$ cat src/rtl/microcode_loader_pkg.sv
// Shared constants for the two-level microcode store and its runtime loader.
// The store itself sizes its tables from the same depth/width constants.
package microcode_loader_pkg;

    localparam int OPC_DEPTH = 13;
    localparam int SUB_DEPTH = 10;
    localparam int CW_WIDTH  = 59;

    localparam logic [7:0] HDR_OPC = 8'h01;
    localparam logic [7:0] HDR_SUB = 8'h02;

    typedef enum logic [1:0] {
        IDLE  = 2'd0,
        INDEX = 2'd1,
        DATA  = 2'd2,
        WRITE = 2'd3
    } state_t;

    typedef enum logic {
        TBL_OPC = 1'b0,
        TBL_SUB = 1'b1
    } tbl_t;

    // Counter value of the final data byte for the selected table.
    function automatic logic [2:0] last_byte(input tbl_t tbl);
        return (tbl == TBL_SUB) ? 3'd7 : 3'd0;
    endfunction

endpackage

$ cat src/rtl/microcode_loader_if.sv
// Byte-stream input and table write-port bundle of the microcode loader.
interface microcode_loader_if;
    import microcode_loader_pkg::*;

    logic                in_valid;
    logic [7:0]          in_data;
    logic                in_ready;
    logic                lock;
    logic                opc_we;
    logic [3:0]          opc_addr;
    logic [3:0]          opc_wdata;
    logic                sub_we;
    logic [3:0]          sub_addr;
    logic [CW_WIDTH-1:0] sub_wdata;
    logic                err;
    logic                busy;

    modport master (
        output in_valid, in_data, lock,
        input  in_ready, opc_we, opc_addr, opc_wdata,
               sub_we, sub_addr, sub_wdata, err, busy
    );

    modport slave (
        input  in_valid, in_data, lock,
        output in_ready, opc_we, opc_addr, opc_wdata,
               sub_we, sub_addr, sub_wdata, err, busy
    );

endinterface

$ cat src/rtl/microcode_loader.sv
// Framed byte-stream writer for the opcode index table and subop control-word table.
// Header, index, then 1 or 8 little-endian data bytes; one write strobe per good frame.
module microcode_loader #(
    parameter int OPC_DEPTH = microcode_loader_pkg::OPC_DEPTH,
    parameter int SUB_DEPTH = microcode_loader_pkg::SUB_DEPTH,
    parameter int CW_WIDTH  = microcode_loader_pkg::CW_WIDTH
) (
    input logic               clk,
    input logic               rst,
    microcode_loader_if.slave bus
);
    import microcode_loader_pkg::*;

    localparam logic [7:0] OPC_LIMIT = 8'(OPC_DEPTH);
    localparam logic [7:0] SUB_LIMIT = 8'(SUB_DEPTH);

    state_t              state_r;
    tbl_t                tbl_r;
    logic [3:0]          idx_r;
    logic [2:0]          cnt_r;
    logic [63:0]         asm_r;
    logic [63:0]         asm_s;
    logic                in_ready_s;
    logic                accept_s;
    logic                opc_we_r;
    logic [3:0]          opc_addr_r;
    logic [3:0]          opc_wdata_r;
    logic                sub_we_r;
    logic [3:0]          sub_addr_r;
    logic [CW_WIDTH-1:0] sub_wdata_r;
    logic                err_r;

    // Assembly register with the incoming byte merged at the current byte lane.
    always_comb begin
        asm_s = asm_r;
        asm_s[{cnt_r, 3'b000} +: 8] = bus.in_data;
    end

    // Ready decode; lock only gates the start of a new frame.
    always_comb begin
        in_ready_s = 1'b0;
        case (state_r)
            IDLE:        in_ready_s = !bus.lock;
            INDEX, DATA: in_ready_s = 1'b1;
            WRITE:       in_ready_s = 1'b0;
            default:     in_ready_s = 1'b0;
        endcase
    end

    assign accept_s = bus.in_valid && in_ready_s;

    // Frame FSM; the strobe is raised on the edge that accepts the last data
    // byte so that it is high during the WRITE cycle itself.
    always_ff @(posedge clk) begin
        if (rst) begin
            state_r     <= IDLE;
            tbl_r       <= TBL_OPC;
            idx_r       <= 4'd0;
            cnt_r       <= 3'd0;
            asm_r       <= 64'd0;
            opc_we_r    <= 1'b0;
            opc_addr_r  <= 4'd0;
            opc_wdata_r <= 4'd0;
            sub_we_r    <= 1'b0;
            sub_addr_r  <= 4'd0;
            sub_wdata_r <= '0;
            err_r       <= 1'b0;
        end else begin
            opc_we_r <= 1'b0;
            sub_we_r <= 1'b0;
            err_r    <= 1'b0;
            case (state_r)
                IDLE: begin
                    if (accept_s) begin
                        if (bus.in_data == HDR_OPC) begin
                            tbl_r   <= TBL_OPC;
                            state_r <= INDEX;
                        end else if (bus.in_data == HDR_SUB) begin
                            tbl_r   <= TBL_SUB;
                            state_r <= INDEX;
                        end else begin
                            err_r <= 1'b1;
                        end
                    end
                end
                INDEX: begin
                    if (accept_s) begin
                        if ((tbl_r == TBL_OPC && bus.in_data < OPC_LIMIT) ||
                            (tbl_r == TBL_SUB && bus.in_data < SUB_LIMIT)) begin
                            idx_r   <= bus.in_data[3:0];
                            cnt_r   <= 3'd0;
                            asm_r   <= 64'd0;
                            state_r <= DATA;
                        end else begin
                            err_r   <= 1'b1;
                            state_r <= IDLE;
                        end
                    end
                end
                DATA: begin
                    if (accept_s) begin
                        asm_r <= asm_s;
                        cnt_r <= cnt_r + 3'd1;
                        if (cnt_r == last_byte(tbl_r)) begin
                            state_r <= WRITE;
                            if (tbl_r == TBL_OPC) begin
                                opc_we_r    <= 1'b1;
                                opc_addr_r  <= idx_r;
                                opc_wdata_r <= asm_s[3:0];
                            end else begin
                                sub_we_r    <= 1'b1;
                                sub_addr_r  <= idx_r;
                                sub_wdata_r <= asm_s[CW_WIDTH-1:0];
                            end
                        end
                    end
                end
                WRITE:   state_r <= IDLE;
                default: state_r <= IDLE;
            endcase
        end
    end

    assign bus.in_ready  = in_ready_s;
    assign bus.opc_we    = opc_we_r;
    assign bus.opc_addr  = opc_addr_r;
    assign bus.opc_wdata = opc_wdata_r;
    assign bus.sub_we    = sub_we_r;
    assign bus.sub_addr  = sub_addr_r;
    assign bus.sub_wdata = sub_wdata_r;
    assign bus.err       = err_r;
    assign bus.busy      = (state_r != IDLE);

endmodule

$ cat src/flat_wrapper.sv
// flat-port wrapper written by rule: the top's interface ports become plain ports
module microcode_loader_flat import microcode_loader_pkg::*;
#(
    parameter int OPC_DEPTH = microcode_loader_pkg::OPC_DEPTH,
    parameter int SUB_DEPTH = microcode_loader_pkg::SUB_DEPTH,
    parameter int CW_WIDTH  = microcode_loader_pkg::CW_WIDTH
)
  (clk, rst, bus_in_valid, bus_in_data, bus_lock, bus_in_ready, bus_opc_we, bus_opc_addr, bus_opc_wdata, bus_sub_we, bus_sub_addr, bus_sub_wdata, bus_err, bus_busy);
  microcode_loader_if bus_i ();
  input logic clk;
  input logic rst;
  input wire logic [$bits(bus_i.in_valid)-1:0] bus_in_valid;
  input wire logic [$bits(bus_i.in_data)-1:0] bus_in_data;
  input wire logic [$bits(bus_i.lock)-1:0] bus_lock;
  output wire logic [$bits(bus_i.in_ready)-1:0] bus_in_ready;
  output wire logic [$bits(bus_i.opc_we)-1:0] bus_opc_we;
  output wire logic [$bits(bus_i.opc_addr)-1:0] bus_opc_addr;
  output wire logic [$bits(bus_i.opc_wdata)-1:0] bus_opc_wdata;
  output wire logic [$bits(bus_i.sub_we)-1:0] bus_sub_we;
  output wire logic [$bits(bus_i.sub_addr)-1:0] bus_sub_addr;
  output wire logic [$bits(bus_i.sub_wdata)-1:0] bus_sub_wdata;
  output wire logic [$bits(bus_i.err)-1:0] bus_err;
  output wire logic [$bits(bus_i.busy)-1:0] bus_busy;
  assign bus_i.in_valid = bus_in_valid;
  assign bus_i.in_data = bus_in_data;
  assign bus_i.lock = bus_lock;
  assign bus_in_ready = bus_i.in_ready;
  assign bus_opc_we = bus_i.opc_we;
  assign bus_opc_addr = bus_i.opc_addr;
  assign bus_opc_wdata = bus_i.opc_wdata;
  assign bus_sub_we = bus_i.sub_we;
  assign bus_sub_addr = bus_i.sub_addr;
  assign bus_sub_wdata = bus_i.sub_wdata;
  assign bus_err = bus_i.err;
  assign bus_busy = bus_i.busy;
  microcode_loader #(.OPC_DEPTH(OPC_DEPTH), .SUB_DEPTH(SUB_DEPTH), .CW_WIDTH(CW_WIDTH)) u_core (.clk(clk), .rst(rst), .bus(bus_i));
endmodule
$ cat config.mk
export PLATFORM = sky130hd
export DESIGN_NAME = microcode_loader_flat
export DESIGN_NICKNAME = d
export VERILOG_FILES = /design/src/rtl/microcode_loader_pkg.sv /design/src/rtl/microcode_loader_if.sv /design/src/rtl/microcode_loader.sv /design/src/flat_wrapper.sv
export SDC_FILE = /design/constraint.sdc
export NUM_CORES = 1
export LEC_CHECK = 0
export ABC_AREA = 1
export CORE_MARGIN = 1.5
export CORE_UTILIZATION = 55
export CTS_BUF_LIST = sky130_fd_sc_hd__clkbuf_16
export DETAILED_ROUTE_END_ITERATION = 10
export GPL_ROUTABILITY_DRIVEN = 0
export PLACE_DENSITY = 0.88
export SETUP_SLACK_MARGIN = 0.1
export SLEW_MARGIN = 20
export SYNTH_ARGS = -nofsm -noshare
export SYNTH_HDL_FRONTEND = slang
export SYNTH_SLANG_ARGS = --single-unit
$ cat constraint.sdc
create_clock -name clk -period 3.2 [get_ports clk]
set_input_delay 0.8 -clock clk [delete_from_list [all_inputs] [get_ports clk]]
set_output_delay 0.8 -clock clk [all_outputs]
set_load 0.01 [all_outputs]
# [After elaboration in Yosys (flattened, before gate mapping)]
# Cells that the tools add are included.
[totals] regBits=148 latch_bits=0 ramBits=0 romBits=0 inputBits=12 out_inout_bits=76 wordCells=80 n_memories=0
[classes] addsub=2 n_mul=0 div=0 n_lt_le_gt_ge=2 n_eq_ne=12 shifts=2 n_mux=29 bitwise=4 reduce_logical=17
[ops] cell="two-way mux 64 bit" n=3
[ops] cell="case mux 64 bit (2 select lines)" n=1
[ops] cell="bitwise mux 64 bit" n=1
[ops] cell="variable shift 8 x 8 -> 64 bit (first input constant)" n=1
[ops] cell="variable part select 8 x 8 -> 64 bit" n=1
[ops] cell="< comparator 8 x 4 -> 1 bit (second input constant)" n=2
[ops] cell="two-way mux 2 bit" n=7
[ops] cell="two-way mux 3 bit" n=4
[ops] cell="AND reduction 4 bit" n=3
[ops] cell="inequality test 2 x 1 -> 1 bit (second input constant)" n=5
[ops] cell="two-way mux 1 bit" n=9
[ops] cell="== test 8 x 1 -> 1 bit (second input constant)" n=1
[ops] cell="== test 8 x 2 -> 1 bit (second input constant)" n=1
[ops] cell="negator 6 -> 8 bit" n=1
[ops] cell="case mux 2 bit (4 select lines)" n=1
[ops] cell="case mux 3 bit (2 select lines)" n=1
[ops] cell="AND reduction 3 bit" n=2
[ops] cell="nonzero test 2 bit" n=3
[ops] cell="AND reduction 5 bit" n=1
[ops] cell="== test 2 bit (second input constant)" n=2
[ops] cell="NOT 1 bit" n=4
[ops] cell="OR reduction 4 bit" n=1
[ops] cell="adder 3 x 1 -> 3 bit (second input constant)" n=1
[ops] cell="== test 3 bit" n=1
[ops] cell="9 further kinds" n=11

# [Depth between registers and ports, before layout]
[depth] ltp_word=6 mapped_depth=14

# [Worst setup path after synthesis]
# OpenSTA, ideal clock, no wires.
[synth_path] path_type="reg2reg" start="register u_core.cnt_r[0]" end="register u_core.asm_r[55]" setup_ps=128 arrival_time_ps=2143 t_required_ps=3072 slack_ps=929 stages_incl_launch_ff=12 n_path_buf=2 synth_period_minus_slack_ps=2271 path_cell_list="dfxtp_1 buf_4 inv_1 ha_1 ha_1 nor2_1 nand2_1 buf_2 o21ai_0 nor2_1 o21ai_0 nor2_1"
[synth_via] elab_chain_len=5 elab_cells_between_ends=6
[synth_lines] element="start: declaration" line_no="microcode_loader.sv:20" source="logic [2:0] cnt_r;"
[synth_lines] element="start signal: assignment" line_no="microcode_loader.sv:103" source="cnt_r <= cnt_r + 3'd1;"
[synth_lines] element="negator 6 -> 8 bit (*)" line_no="microcode_loader.sv:36" source="asm_s[{cnt_r, 3'b000} +: 8] = bus.in_data;"
[synth_lines] element="variable part select 8 x 8 -> 64 bit / variable shift 8 x 8 -> 64 bit (equally long branches)" line_no="microcode_loader.sv:36"
[synth_lines] element="bitwise mux 64 bit (*)" line_no="microcode_loader.sv:36"
[synth_lines] element="two-way mux 64 bit (*)" line_no="microcode_loader.sv:101" source="if (accept_s) begin"
[synth_lines] element="case mux 64 bit (2 select lines) (*)" line_no="microcode_loader.sv:72" source="case (state_r)"
[synth_lines] element="end signal: assignment" line_no="microcode_loader.sv:102" source="asm_r <= asm_s;"
[synth_lines] element="end: declaration" line_no="microcode_loader.sv:21" source="logic [63:0] asm_r;"
# Every way passes the cells marked *; elsewhere a longest branch is shown, timed or not. The select of a mux whose other input is x is not followed.
# A chain may end at the register's enable or synchronous reset.

# [Worst setup path in the final report]
[layout_path] start="register u_core.state_r[0]" end="output bus_in_ready"
[layout_via] elab_chain_len=3 elab_cells_between_ends=6
[layout_lines] element="start: declaration" line_no="microcode_loader.sv:17" source="state_t state_r;"
[layout_lines] element="start signal: assignment" line_no="microcode_loader.sv:56" source="state_r <= IDLE;"
[layout_lines] element="start signal: assignment" line_no="microcode_loader.sv:77" source="state_r <= INDEX;"
[layout_lines] element="start signal: assignment" line_no="microcode_loader.sv:80" source="state_r <= INDEX;"
[layout_lines] element="== test 2 x 1 -> 1 bit / == test 2 bit (equally long branches)" line_no="microcode_loader.sv:42" source="case (state_r)"
[layout_lines] element="OR reduction 2 bit" line_no="microcode_loader.sv:42"
[layout_lines] element="case mux 1 bit (3 select lines) (*)" line_no="microcode_loader.sv:42"
[layout_lines] element="end: declaration" line_no="flat_wrapper.sv:15" source="output wire logic [$bits(bus_i.in_ready)-1:0] bus_in_ready;"
# Every way passes the cells marked *; elsewhere a longest branch is shown, timed or not.

==> results by group <==
Synthesis
  – Synth top area share: 0.390
  – Largest area contributor in the netlist: dfxtp_1
  – Largest family of logic cells by synthesized area: simple AND/OR/NAND/NOR gates
  – Post-Synth XOR/XNOR Area: 0
  – Area contributors post-synth: dfxtp_1 (39%), nand2_1 (17%), inv_1 (8.0%)
  – Yosys warning count: 0
  – Syn Nets: 1,152
  – Primary FF master, synth: dfxtp_1
  – Simple-Gate Fraction of Synth Area: 0.321
  – Post-Syn Area: 7330 µm²
  – Synth Area per Inst: 6.50 µm²
  – Synth unique cells: 29
  – Number of synthesized register bits: 143
  – Mapped Cells: 1,129
  – Synth Area in Adders: 0.0188
  – Post-synth EDFFs: 0
  – Sequential area share after synthesis: 0.390
  – Synth Area in Compound Gates: 0.137
  – Post-synthesis mux area share: 0
  – Asr flop ratio synth: 0

Clock network
  – Post-CTS sizing: 0
  – Inserted Clock Buffers: 17
  – Clock Sinks: 143
  – Root Driver: clkbuf_16
  – Worst-path clk slew: 60 ps
  – Cts-stage hold buffer count: 0
  – Post-CTS setup buffers: 0
  – H-tree levels: 4
  – CTS tree: yes
  – Worst-Skew Late Latency: 430 ps
  – Max Buffers Root-to-Sink: 2

STA
  – RSZ-0062 raised after global routing: false
  – Fmax: 348 MHz
  – Hold WS: 491 ps
  – Final Hold Fails: 0
  – Setup ws final: 329 ps
  – Fin. max-slew vios: 0
  – Fin crit period: 2870 ps
  – Worst-Margin Slew: 689 ps
  – Final TNS setup: 0 ps
  – Tcrit/Tclk final: 0.897
  – Final setup viols: 0
  – Setup skew after layout: 6.72 ps
  – Slew HR: 0.539

Finish
  – Final #Nets: 1,223
  – Diode count: 0
  – Share of layout cells above drive strength 1: 0.0809
  – Area Growth Syn to Fin: 21.1%
  – Filler cell count in the final layout: 1,105

Global routing
  – Tot GR Track Use: 0.271
  – Largest net degree at the start of global routing: 59
  – Global-route wire length before repair: 31,200 µm
  – Vias in the first global route: 6,792
  – Initial antenna violation count: 0
  – Grt ovf: 0

Worst setup path
  – CP cell instances: inv_1 > ha_1 > inv_1 > nand2_1 > nand2_1 > inv_1 > clkdlybuf4s50_1
  – Worst Path Arrival: 2070 ps
  – CP startpoint kind: flop
  – Critical Path Slowest Stage Cell: clkdlybuf4s50_1
  – Crit Path Max Fanout: 5
  – CP max stage delay: 560 ps
  – Critical path type: flop to output pin
  – Most frequent CP cell: inv_1
  – Worst EP required: 2400 ps
  – Setup crit end kind: output pin

Placement
  – Port Buffers: 87
  – Hpwl dp: 12,200 µm
  – Setup WS pre-CTS: 405 ps

Route
  – Drt total wl: 18,300 µm
  – Initial DRC Count: 655
  – Vias: 7,255
  – Post-route ant nets: 0
  – Vias per cell: 5.23
  – Pre-Repair DR Iteration Count: 5
  – DRC: 0
  – WL/cell: 13.2 µm

Power
  – Cell Pwr Density: 440 nW/µm²
  – Static leakage: 3.70 nW
  – Peak supply drop: 0.321 mV

Run
  – Max-cap violations: 0

Floorplanning
  – Die area: 14,000 µm²
  – Starting Density: 0.558
  – Core area: 13,100 µm²
  – Die width: 118 µm
  – I/O Pins: 88
  – Die height: 118 µm
  – Row count: 42

Outcome
  – Outcome: finished, final reports clean

Worst hold path
  – Worst min path class: flop to flop
-- critical path: cells and delay by family, from the launching register on --
| family | cells | cell delay [ps] |
|---|---|---|
| buffers and inverters | 4 | 790 |
| DFF | 1 | 400 |
| adders and majority gates | 1 | 310 |
| and+or+nand+nor | 2 | 150 |
-- layer usage --
| layer | global-route usage | wire, µm | vias up |
|---|---|---|---|
| met5 | 0 | 0 | - |
| met4 | 0.115 | 618 | 0 |
| met3 | 0.0526 | 1230 | 51 |
| met2 | 0.450 | 8540 | 279 |
| met1 | 0.344 | 7890 | 3276 |
| li1 | - | - | 3649 |
-- flip-flops by register name, indices dropped and copies added, names as in the netlist, named ones only --
name                  flops
u_core.asm_r             59
u_core.bus.err            1
u_core.bus.opc_addr       4
u_core.bus.opc_wdata      4
u_core.bus.opc_we         1
u_core.bus.sub_addr       4
u_core.bus.sub_wdata     59
u_core.bus.sub_we         1
u_core.cnt_r              3
u_core.idx_r              4
u_core.state_r            1
u_core.tbl_r              1
-- report_power, final --
part | leakage, nW | internal (mW) | switching [mW]
combinational | 2.26 | 0.0397 | 0.0870
clock | 0.286 | 1.22 | 0.780
sequential | 1.15 | 1.78 | 0.00198
total | 3.70 | 3.04 | 0.869
-- cell usage in the layout, fill, tap and decap left out, drive strengths merged, types with 16 or more instances in the layout --
cell type      instances
a21oi                125
buf                   28
clkbuf                17
clkdlybuf4s50         86
dfxtp                143
inv                  163
nand2                344
nand3                 92
nor2                 122
o211ai                16
o21ai                 34
-- layout make-up --
type / count / area (µm²) / share of cell area
clock inverter: 14 / 170 / 0.0192
multi-input combinational: 760 / 3510 / 0.395
sequential: 143 / 2860 / 0.322
inverter: 164 / 616 / 0.0693
clock buffer: 17 / 425 / 0.0479
tap: 176 / 220 / 0.0248
timing repair buffer: 114 / 1080 / 0.122
-- cells by family after synthesis --
family,Yosys count
AND/OR/NAND/NOR,574
buffers and inverters,226
flip-flops,143
AO/OA/AOI/OAI,175
adder cells (fa/ha/maj),11
-- through the flow --
| step | power, mW | utilization | cell area [µm²] | cells |
|---|---|---|---|---|
| finish | 3.91 | 0.676 | 8880 | 1388 |
| global route | 4.02 | 0.676 | 8880 | 1388 |
| CTS | 3.92 | 0.676 | 8880 | 1388 |
| detailed placement | 1.95 | 0.631 | 8290 | 1357 |
| global placement | 1.95 | 0.631 | 8290 | 1357 |
| floorplan | 1.90 | - | 7330 | 1129 |
-- path summary, 6_finish.rpt --
kind                                        start                       to  cells after the start  slack (ps)
worst max register to register    u_core.cnt_r[1]  u_core.bus.sub_wdata[1]                     11         540
worst min-delay path             u_core.asm_r[37]         u_core.asm_r[37]                      2         490
worst max-delay path            u_core.state_r[0]             bus_in_ready                      7         330
worst min register to register   u_core.asm_r[37]         u_core.asm_r[37]                      2         490
-- synthesized netlist by cell type, types with 2 or more instances --
library cell  instances
nand2_2               4
buf_1                 3
buf_6                12
nand3_2               2
o21ai_0              32
o211ai_1             16
or2_2                 3
clkbuf_1             21
dfxtp_1             143
clkinv_1              3
nor3b_1               2
nor3_1                5
nand2_1             339
nor2_1              121
buf_2                24
nand4_1               4
a21oi_1             103
ha_1                 11
a21oi_2              21
buf_4                 2
inv_1               157
nand3_1              90
inv_2                 4
o21ai_1               2
Note: power is estimated with default switching activity, not from simulation.
==> patch (same settings) <==
Change the package constant `CW_WIDTH` from 59 to 55.
--- a/src/rtl/microcode_loader_pkg.sv
+++ b/src/rtl/microcode_loader_pkg.sv
@@ -6,3 +6,3 @@
     localparam int SUB_DEPTH = 10;
-    localparam int CW_WIDTH  = 59;
+    localparam int CW_WIDTH  = 55;
 
Ports: changed (resized bus_sub_wdata); port bits go from 88 to 84. No check against the original RTL was run, so the function may have changed too.
==> patch against the unedited design <==
Fmax is 4.2% higher. Synthesized area is 2.6% lower. Clock skew grew 0.0034 ns. Setup slack improved by 0.11 ns. Final area fell by 3.5%. Synthesized cell count fell by 8.0%. Sequential cell count is 8 lower. Core utilization grew 0.30 points. Via count decreased by 9.2%. Critical path type is now in -> out. Routed wire length down 7.4%. Total power down 6.4%.
==> patch: results (changes against the unedited design) <==
grt_antenna_before_repair: 0  # unchanged
drive_above_1_share: 0.102  # +0.0213
drt_wl_total_um: 16900  # -7.4%
post_cts_resized: 0  # unchanged
tightest_slew_ns: 0.668  # -0.0206 ns
async_flop_share: 0  # unchanged
fillers: 1062  # -3.9%
seq_area_frac_synth: 0.378  # -0.0119
p_sw_mw: 0.808  # -7.0%
clock_latency_ns: 0.43  # about the same
grt_usage: 0.256  # -0.0147
reg2reg_from: "u_core.cnt_r[1]"
worst_slack_ns: 0.444  # +0.115 ns
synthTopCellsByArea: "dfxtp_1 (38%), nand2_1 (14%), inv_1 (8.8%)"
crit_path_end: "bus_in_ready"
vias_per_cell: 5.12  # -2.1%
synth_ff_type: "dfxtp_1"
cts_root_buf: "clkbuf_16"
dr.pass1.iters: 7  # +2
r2r_cells: 11  # unchanged
synth_fp_nets: 1061  # -7.9%
fin_skew_ns: 0.0101  # +0.00337 ns
cp-startpoint: "bus_lock"
synth.distinct_cells: 35  # +21%
synthTopCellsByCount: "nand2_1 (273), inv_1 (167), dfxtp_1 (135)"
htree_levels: 4  # unchanged
numPortBuffers: 83  # -4.6%
grt_max_degree: 71  # +20%
grt_pass1_vias: 6022  # -11%
peakVddDrop_mv: 0.283  # -12%
status: "complete, no violations"
place_inst: 1256  # -7.4%
place_ws_ns: 0.455  # +0.0500 ns
clock_path_buffers: 2  # unchanged
grt_pass1_wl_um: 27600  # -12%
hpwl_um: 11200  # -8.7%
worst_hold_path_type: "reg -> reg"
r2r_end: "u_core.bus.sub_wdata[0]"
worstPathMaxFanout: 2  # -3
synth_warnings: 0  # unchanged
r2r_slack_ns: 0.49  # -0.05 ns
crit_arrival_ns: 1.96  # -0.11 ns
p_leak_nw: 3.37  # -9.0%
dr_total_vias: 6590  # -9.2%
first_iter_violations: 540  # -18%
synth_cells: 1039  # -8.0%
diodes: 0  # unchanged
clkTransAtPathRegs_ns: 0.05
cts_inserted_buffers: 17  # unchanged
cts_setup_buffers: 0  # unchanged
==> patch: changes by cell type after synthesis, moves of 10 or more <==
cell | unedited run | this run
nand2_1 | 339 | 273
nor2_1 | 121 | 93
a21oi_1 | 103 | 82
a21oi_4 | 1 | 21
nand3_1 | 90 | 71
o21ai_1 | 2 | 14
o21ai_0 | 32 | 43
inv_1 | 157 | 167
==> patch: area by class of cell <==
cell class,count,share of cell area
clock buffers,17,0.0496
repair buffers,105,0.119
well taps,172,0.0251
clock inverters,15,0.0142
inverters,174,0.0762
flip-flops and latches,135,0.315
multi-input cells,670,0.400
==> patch: cells by family (layout without fill, tap and decap cells) <==
group                      count (synthesis)  after routing  share of synthesized area
and+or+nand+nor                          471            471                      0.282
xor gates and xnor gates                   1              1                    0.00123
DFF                                      135            135                      0.378
buffers and inverters                    234            311                      0.143
AOI/OAI and AO/OA                        188            188                      0.178
adders and majority gates                 10             10                     0.0175
==> patch: metrics by stage <==
step	util	cell area [um^2]	power, mW
floorplan	-	7140	1.82
global placement	0.636	8020	1.87
detailed placement	0.636	8020	1.87
CTS	0.679	8570	3.67
global route	0.679	8570	3.76
finish	0.679	8570	3.66
==> patch: routing by layer <==
layer,GRT usage,routed length [um],vias up,share of wire
li1,-,-,3351,-
met3,0.0494,1070,45,0.063
met5,0,0,-,0
met2,0.446,8400,220,0.50
met1,0.306,6980,2974,0.41
met4,0.119,465,0,0.027
==> patch: how the worst min path moves through the flow <==
stage	from	to	slack (ns)	cells past startpoint
CTS	u_core.bus.opc_addr[1]	u_core.bus.opc_addr[1]	0.46	2
finish	u_core.bus.opc_addr[2]	u_core.bus.opc_addr[2]	0.46	2
global placement	u_core.bus.opc_addr[1]	u_core.bus.opc_addr[1]	0.45	2
global route	u_core.bus.opc_addr[1]	u_core.bus.opc_addr[1]	0.49	2
detailed placement	u_core.bus.opc_addr[1]	u_core.bus.opc_addr[1]	0.46	2
floorplan	u_core.idx_r[0]	u_core.bus.opc_addr[0]	0.45	2
==> patch: power groups by stage <==
stage	clock network, mW	registers [mW]	logic (mW)
after detailed placement	0	1.72	0.148
after global placement	0	1.72	0.146
final	1.82	1.69	0.153
after global routing	1.91	1.69	0.164
after CTS	1.83	1.69	0.151
after floorplan	0	1.72	0.0997
==> patch: critical path: stages <==
cell and delay (ns):
clkdlybuf4s50_1 0.42, nand2_1 0.11, nand2_1 0.06, inv_1 0.05, clkdlybuf4s50_1 0.52
